$ cat config.mk
export PLATFORM = sky130hd
export DESIGN_NAME = imem_fetch_ctrl_flat
export DESIGN_NICKNAME = d
export VERILOG_FILES = /design/src/rtl/imem_fetch_ctrl_pkg.sv /design/src/rtl/imem_fetch_ctrl_if.sv /design/src/rtl/imem_fetch_ctrl_addr_chk.sv /design/src/rtl/imem_fetch_ctrl.sv /design/src/flat_wrapper.sv
export SDC_FILE = /design/constraint.sdc
export NUM_CORES = 1
export LEC_CHECK = 0
export CAP_MARGIN = 20
export CORE_MARGIN = 4
export CORE_UTILIZATION = 30
export DETAILED_ROUTE_END_ITERATION = 12
export PLACE_DENSITY = 0.86
export SLEW_MARGIN = 5
export SYNTH_ARGS = -nofsm -noshare
export SYNTH_HDL_FRONTEND = slang
export SYNTH_SLANG_ARGS = --single-unit
$ cat constraint.sdc
create_clock -name clk -period 4 [get_ports clk]
set_input_delay 0.8 -clock clk [delete_from_list [all_inputs] [get_ports clk]]
set_output_delay 0.8 -clock clk [all_outputs]
set_load 0.005 [all_outputs]
$ cat src/rtl/imem_fetch_ctrl_pkg.sv
// Shared types and defaults for the instruction-memory fetch controller.
// Pure declarations: no latency, no flow control.
package imem_fetch_ctrl_pkg;

    localparam int DEF_INST_WIDTH_LENGTH = 32;
    localparam int DEF_PC_WIDTH_LENGTH   = 32;
    localparam int DEF_MEM_DEPTH         = 256;
    localparam int DEF_ADDR_W            = $clog2(DEF_MEM_DEPTH);

    typedef enum logic [1:0] {
        ST_BOOT = 2'd0,
        ST_IDLE = 2'd1,
        ST_READ = 2'd2,
        ST_RESP = 2'd3
    } state_e;

    typedef enum logic [1:0] {
        FE_OK       = 2'b00,
        FE_MISALIGN = 2'b01,
        FE_RANGE    = 2'b10
    } fetch_err_e;

endpackage

$ cat src/rtl/imem_fetch_ctrl_if.sv
// Loader, fetch and memory-port signals of the fetch controller; slave = controller side.
// Wires only: no latency; loader uses valid/ready, fetch uses req/valid/ready.
interface imem_fetch_ctrl_if
    import imem_fetch_ctrl_pkg::*;
#(
    parameter int INST_W = DEF_INST_WIDTH_LENGTH,
    parameter int PC_W   = DEF_PC_WIDTH_LENGTH,
    parameter int ADDR_W = DEF_ADDR_W
);
    logic              boot_done;
    logic              ld_valid;
    logic [PC_W-1:0]   ld_addr;
    logic [INST_W-1:0] ld_data;
    logic              ld_ready;
    logic              fetch_req;
    logic [PC_W-1:0]   PC;
    logic              fetch_ready;
    logic              fetch_valid;
    logic [INST_W-1:0] inst;
    logic [1:0]        fetch_err;
    logic              mem_en;
    logic              mem_we;
    logic [ADDR_W-1:0] mem_addr;
    logic [INST_W-1:0] mem_wdata;
    logic [INST_W-1:0] mem_rdata;

    modport slave (
        input  boot_done, ld_valid, ld_addr, ld_data, fetch_req, PC, fetch_ready, mem_rdata,
        output ld_ready, fetch_valid, inst, fetch_err, mem_en, mem_we, mem_addr, mem_wdata
    );

    modport master (
        output boot_done, ld_valid, ld_addr, ld_data, fetch_req, PC, fetch_ready, mem_rdata,
        input  ld_ready, fetch_valid, inst, fetch_err, mem_en, mem_we, mem_addr, mem_wdata
    );
endinterface

$ cat src/rtl/imem_fetch_ctrl_addr_chk.sv
// Byte address -> word index plus misalignment and out-of-range flags.
// Combinational, no flow control.
module imem_fetch_ctrl_addr_chk #(
    parameter int PC_W   = 32,
    parameter int ADDR_W = 8
) (
    input  logic [PC_W-1:0]   addr_i,
    output logic [ADDR_W-1:0] idx_o,
    output logic              misalign_o,
    output logic              range_o
);
    assign idx_o      = addr_i[ADDR_W+1:2];
    assign misalign_o = |addr_i[1:0];
    assign range_o    = |addr_i[PC_W-1:ADDR_W+2];
endmodule

$ cat src/rtl/imem_fetch_ctrl.sv
// Arbitrates the single-port IMEM between boot loader writes and IF fetches; fetch ok in 2 cycles, errors in 1.
// Loader wins in IDLE and is stalled while a fetch is in READ/RESP; RESP holds until fetch_ready.
module imem_fetch_ctrl
    import imem_fetch_ctrl_pkg::*;
#(
    parameter int INST_WIDTH_LENGTH = DEF_INST_WIDTH_LENGTH,
    parameter int PC_WIDTH_LENGTH   = DEF_PC_WIDTH_LENGTH,
    parameter int MEM_DEPTH         = DEF_MEM_DEPTH
) (
    input logic               clk,
    input logic               rst_n,
    imem_fetch_ctrl_if.slave  bus
);
    localparam int ADDR_W = $clog2(MEM_DEPTH);

    state_e                       state_q, state_d;
    logic [INST_WIDTH_LENGTH-1:0] inst_q, inst_d;
    fetch_err_e                   err_q, err_d;

    logic [ADDR_W-1:0]            pc_idx, ld_idx;
    logic                         pc_mis, pc_rng, ld_mis, ld_rng;

    logic                         ld_ready;
    logic                         mem_en;
    logic                         mem_we;
    logic [ADDR_W-1:0]            mem_addr;
    logic [INST_WIDTH_LENGTH-1:0] mem_wdata;

    imem_fetch_ctrl_addr_chk #(.PC_W(PC_WIDTH_LENGTH), .ADDR_W(ADDR_W)) u_pc_chk (
        .addr_i     (bus.PC),
        .idx_o      (pc_idx),
        .misalign_o (pc_mis),
        .range_o    (pc_rng)
    );

    imem_fetch_ctrl_addr_chk #(.PC_W(PC_WIDTH_LENGTH), .ADDR_W(ADDR_W)) u_ld_chk (
        .addr_i     (bus.ld_addr),
        .idx_o      (ld_idx),
        .misalign_o (ld_mis),
        .range_o    (ld_rng)
    );

    always_comb begin
        state_d   = state_q;
        inst_d    = inst_q;
        err_d     = err_q;
        ld_ready  = 1'b0;
        mem_en    = 1'b0;
        mem_we    = 1'b0;
        mem_addr  = '0;
        mem_wdata = '0;
        // Port strobes stay quiet while reset is held so nothing lands in memory.
        if (rst_n) begin
            case (state_q)
                ST_BOOT, ST_IDLE: begin
                    if (bus.ld_valid) begin
                        ld_ready = 1'b1;
                        if (!ld_mis && !ld_rng) begin
                            mem_en    = 1'b1;
                            mem_we    = 1'b1;
                            mem_addr  = ld_idx;
                            mem_wdata = bus.ld_data;
                        end
                    end else if (state_q == ST_IDLE && bus.fetch_req) begin
                        if (pc_mis) begin
                            inst_d  = '0;
                            err_d   = FE_MISALIGN;
                            state_d = ST_RESP;
                        end else if (pc_rng) begin
                            inst_d  = '0;
                            err_d   = FE_RANGE;
                            state_d = ST_RESP;
                        end else begin
                            mem_en   = 1'b1;
                            mem_addr = pc_idx;
                            state_d  = ST_READ;
                        end
                    end
                    if (state_q == ST_BOOT && bus.boot_done) begin
                        state_d = ST_IDLE;
                    end
                end
                ST_READ: begin
                    inst_d  = bus.mem_rdata;
                    err_d   = FE_OK;
                    state_d = ST_RESP;
                end
                ST_RESP: begin
                    if (bus.fetch_ready) begin
                        state_d = ST_IDLE;
                    end
                end
                default: state_d = ST_BOOT;
            endcase
        end
    end

    always_ff @(posedge clk) begin
        if (!rst_n) begin
            state_q <= ST_BOOT;
            inst_q  <= '0;
            err_q   <= FE_OK;
        end else begin
            state_q <= state_d;
            inst_q  <= inst_d;
            err_q   <= err_d;
        end
    end

    assign bus.ld_ready    = ld_ready;
    assign bus.fetch_valid = (state_q == ST_RESP);
    assign bus.inst        = inst_q;
    assign bus.fetch_err   = err_q;
    assign bus.mem_en      = mem_en;
    assign bus.mem_we      = mem_we;
    assign bus.mem_addr    = mem_addr;
    assign bus.mem_wdata   = mem_wdata;
endmodule

$ cat src/flat_wrapper.sv
// flat-port wrapper written by rule: the top's interface ports become plain ports
module imem_fetch_ctrl_flat import imem_fetch_ctrl_pkg::*;
#(
    parameter int INST_WIDTH_LENGTH = DEF_INST_WIDTH_LENGTH,
    parameter int PC_WIDTH_LENGTH   = DEF_PC_WIDTH_LENGTH,
    parameter int MEM_DEPTH         = DEF_MEM_DEPTH
)
  (clk, rst_n, bus_boot_done, bus_ld_valid, bus_ld_addr, bus_ld_data, bus_fetch_req, bus_PC, bus_fetch_ready, bus_mem_rdata, bus_ld_ready, bus_fetch_valid, bus_inst, bus_fetch_err, bus_mem_en, bus_mem_we, bus_mem_addr, bus_mem_wdata);
  imem_fetch_ctrl_if bus_i ();
  input logic clk;
  input logic rst_n;
  input wire logic [$bits(bus_i.boot_done)-1:0] bus_boot_done;
  input wire logic [$bits(bus_i.ld_valid)-1:0] bus_ld_valid;
  input wire logic [$bits(bus_i.ld_addr)-1:0] bus_ld_addr;
  input wire logic [$bits(bus_i.ld_data)-1:0] bus_ld_data;
  input wire logic [$bits(bus_i.fetch_req)-1:0] bus_fetch_req;
  input wire logic [$bits(bus_i.PC)-1:0] bus_PC;
  input wire logic [$bits(bus_i.fetch_ready)-1:0] bus_fetch_ready;
  input wire logic [$bits(bus_i.mem_rdata)-1:0] bus_mem_rdata;
  output wire logic [$bits(bus_i.ld_ready)-1:0] bus_ld_ready;
  output wire logic [$bits(bus_i.fetch_valid)-1:0] bus_fetch_valid;
  output wire logic [$bits(bus_i.inst)-1:0] bus_inst;
  output wire logic [$bits(bus_i.fetch_err)-1:0] bus_fetch_err;
  output wire logic [$bits(bus_i.mem_en)-1:0] bus_mem_en;
  output wire logic [$bits(bus_i.mem_we)-1:0] bus_mem_we;
  output wire logic [$bits(bus_i.mem_addr)-1:0] bus_mem_addr;
  output wire logic [$bits(bus_i.mem_wdata)-1:0] bus_mem_wdata;
  assign bus_i.boot_done = bus_boot_done;
  assign bus_i.ld_valid = bus_ld_valid;
  assign bus_i.ld_addr = bus_ld_addr;
  assign bus_i.ld_data = bus_ld_data;
  assign bus_i.fetch_req = bus_fetch_req;
  assign bus_i.PC = bus_PC;
  assign bus_i.fetch_ready = bus_fetch_ready;
  assign bus_i.mem_rdata = bus_mem_rdata;
  assign bus_ld_ready = bus_i.ld_ready;
  assign bus_fetch_valid = bus_i.fetch_valid;
  assign bus_inst = bus_i.inst;
  assign bus_fetch_err = bus_i.fetch_err;
  assign bus_mem_en = bus_i.mem_en;
  assign bus_mem_we = bus_i.mem_we;
  assign bus_mem_addr = bus_i.mem_addr;
  assign bus_mem_wdata = bus_i.mem_wdata;
  imem_fetch_ctrl #(.INST_WIDTH_LENGTH(INST_WIDTH_LENGTH), .PC_WIDTH_LENGTH(PC_WIDTH_LENGTH), .MEM_DEPTH(MEM_DEPTH)) u_core (.clk(clk), .rst_n(rst_n), .bus(bus_i));
endmodule
==> results.yml <==
run:
  drv_cap: 0
placed_design:
  gp_congestion: 0.7002
  port_buffers: 211
  hpwl_microns: 7125
  placed_area_sq_um: 4124
  dp_slack_ns: 0.1594
clock_tree:
  cts_resized: 0
  htreeDepth: 2
  path_clk_slew_ns: 0.07
  cts.sinks: 36
  cts_buffer_depth: 2
  clock_latency_ns: 0.28
  tritoncts: "yes"
  cts-hold-fix-buffers: 0
  post_cts_buffers: 0
  cts_inserted_buffers: 5
  cts_root_buffer: "clkbuf_8"
floorplanning:
  core_area_sq_um: 6314
  start_util_pct: 30.82
  ioPinCount: 212
  dieHeight_microns: 88.53
  std_cell_rows: 29
  die_area_sq_um: 7838
  die_width_microns: 88.53
setup_path:
  critPathMaxFanout: 7
  worstPathRequired_ns: 3.20
  worstSetupEndpoint: "bus_mem_addr[5]"
  start_kind: "primary input"
  ff2ff_path_depth: 5
  worstReg2RegStart: "u_core.state_q[0]"
  crit_top_cell: "clkdlybuf4s50_1"
  reg2reg_to: "u_core.bus.inst[2]"
  max_stage_delay_ns: 0.52
  worstSetupEndpointType: "output port"
  critical_path_buf_inv_count: 3
  critical_path_arrival_ns: 3.07
  r2r_slack_ns: 2.36
  path_class: "in2out"
  cp_top_family: "buffers and inverters"
  cp_cell_sequence: "clkdlybuf4s50_1 -> nor4_1 -> nand3_2 -> nor4_4 -> buf_4 -> a22o_1 -> clkdlybuf4s50_1"
  critPathSlowestCell: "nor4_1"
  cp-startpoint: "bus_PC[16]"
  path_depth: 7
cells_and_area:
  area_growth_pct: 116.9
  nFillCells: 528
  final_nets: 575
  mostFrequentLayoutCell: "clkdlybuf4s50_1"
  mostFrequentLayoutCells: "clkdlybuf4s50_1, nand2_1, dfxtp_1"
  drive_above_1_share_pct: 6.109
  fin_area_sq_um: 4220
  diodes: 0
yosys:
  seq_area_frac_synth_pct: 37.04
  ys_types: 34
  ys_warn_count: 0
  syn_nets: 365
  synth_area_leader_cell: "dfxtp_1"
  synthCells: 231
  synth_area_sq_um: 1946
  synth_async_sr_flop_share_pct: 0
  synth_edf_count: 0
  synth_top_cell_area_share_pct: 37.04
  syn_avg_cell_area_sq_um: 8.423
  synth_flop_cell: "dfxtp_1"
  synth_top_cells_by_area: "dfxtp_1, o31ai_1, and2_1, nand2_1, inv_1"
  synth-seq-cells: 36
sta:
  rsz0062_at_grt: "false"
  setup_viol_count_final: 0
  worstMarginPinSlew_ns: 0.6695
  slew_violations: 0
  slew_headroom_pct: 55.32
  fin_tns_setup_ns: 0
  clock.fmax_mhz: 258.4
  fin_worst_skew_ns: 0.006907
  hold_viol: 0
  fin_crit_sh_pct: 96.75
  fin_crit_ns: 3.870
  worst_slack_ns: 0.1302
worst_hold_path:
  holdCritPathClass: "reg2reg"
drt:
  ant_nets: 0
  drtIter0Drc: 86
  route.vias.total: 2402
  drt-total-wl_microns: 8362
  drt-wirelength-per-cell_microns: 16.11
  first_pass_iters: 4
  vias_per_cell: 4.628
  drcViolationCount: 0
grt:
  grt-ovfl-total: 0
  grt_pass1_wl_microns: 11770
  grt_start_max_net_pins: 43
  antenna_found_initial: 0
  grt_use_total_pct: 19.23
  grt_pass1_vias: 2371
run_status:
  status: "complete, no violations"
power:
  ir_drop_mv: 0.2098
  leakagePower_nw: 1.502
  powerDensity_nw_per_um2: 198.6
==> through the flow <==
| step | instances | hold WS [ns] | total power [mW] | util, % |
|---|---|---|---|---|
| 2_1_floorplan | 231 | 0.4480 | 0.4134 | - |
| 3_3_place_gp | 511 | 0.4492 | 0.5699 | 65.32 |
| 3_5_place_dp | 511 | 0.4504 | 0.5731 | 65.32 |
| 4_1_cts | 519 | 0.4689 | 0.8491 | 66.85 |
| 5_1_grt | 519 | 0.4863 | 0.8752 | 66.85 |
| 6_report | 519 | 0.4653 | 0.8381 | 66.85 |
==> per-layer routing <==
metal | track usage (%) | part of all wire, % | up-vias
met5 | 0 | 0 | -
met4 | 4.945 | 1.7 | 0
met3 | 6.983 | 11 | 12
met2 | 34.06 | 50 | 120
met1 | 21.88 | 38 | 1063
li1 | - | - | 1207
==> sequential cells by signal, summed over array words and instances, names as in the netlist <==
name	flops
u_core.bus.inst	32
u_core.bus.fetch_err	2
u_core.state_q	2
==> final cells by class <==
| class | count | area [sq um] | share of cell area, % |
|---|---|---|---|
| Clock buffer | 6 | 82.58 | 1.957 |
| Clock inverter | 2 | 13.76 | 0.3261 |
| Inverter | 35 | 131.4 | 3.113 |
| Multi-Input combinational cell | 147 | 1013 | 24.01 |
| Sequential cell | 36 | 720.7 | 17.08 |
| Tap cell | 77 | 96.34 | 2.283 |
| Timing Repair Buffer | 216 | 2162 | 51.23 |
==> power breakdown <==
| group | leakage [nW] | switching (mW) | internal [mW] |
|---|---|---|---|
| Combinational | 1.16 | 0.0531 | 0.139 |
| Clock | 0.0516 | 0.133 | 0.141 |
| Sequential | 0.291 | 0.00543 | 0.367 |
| Total | 1.50 | 0.191 | 0.647 |
==> how the worst min path moves through the flow <==
stage                             from                      end  slack, ns  depth (start not counted)
4_1_cts            u_core.bus.inst[24]      u_core.bus.inst[24]       0.47                          2
3_5_place_dp       u_core.bus.inst[12]      u_core.bus.inst[12]       0.45                          2
3_3_place_gp        u_core.bus.inst[2]       u_core.bus.inst[2]       0.45                          2
2_1_floorplan  u_core.bus.fetch_err[0]  u_core.bus.fetch_err[0]       0.45                          2
5_1_grt             u_core.bus.inst[5]       u_core.bus.inst[5]       0.49                          2
6_report       u_core.bus.fetch_err[0]  u_core.bus.fetch_err[0]       0.47                          2
==> synth_stat cells, types with 2 or more instances <==
master	count
a21oi_1	2
nor4_4	5
o31ai_2	2
clkbuf_1	6
nor2_1	4
inv_1	35
nor4_1	7
nand2_1	37
and2_1	33
buf_6	4
dfxtp_1	36
a22o_1	8
clkbuf_2	2
o31ai_1	30
==> worst reg2reg max path: stages (launching register included) <==
cell and delay [ns]:
dfxtp_1 0.36, nand2b_1 0.19, nor2_2 0.53, buf_4 0.33
nand2_1 0.09, o31ai_1 0.06
==> cell families after synthesis <==
group / after synthesis / share of synthesized area (%)
buf+inv: 48 / 11.00
simple gates: 99 / 32.54
flops: 36 / 37.04
compound gates: 48 / 19.42
(Power assumes the default switching activity.)
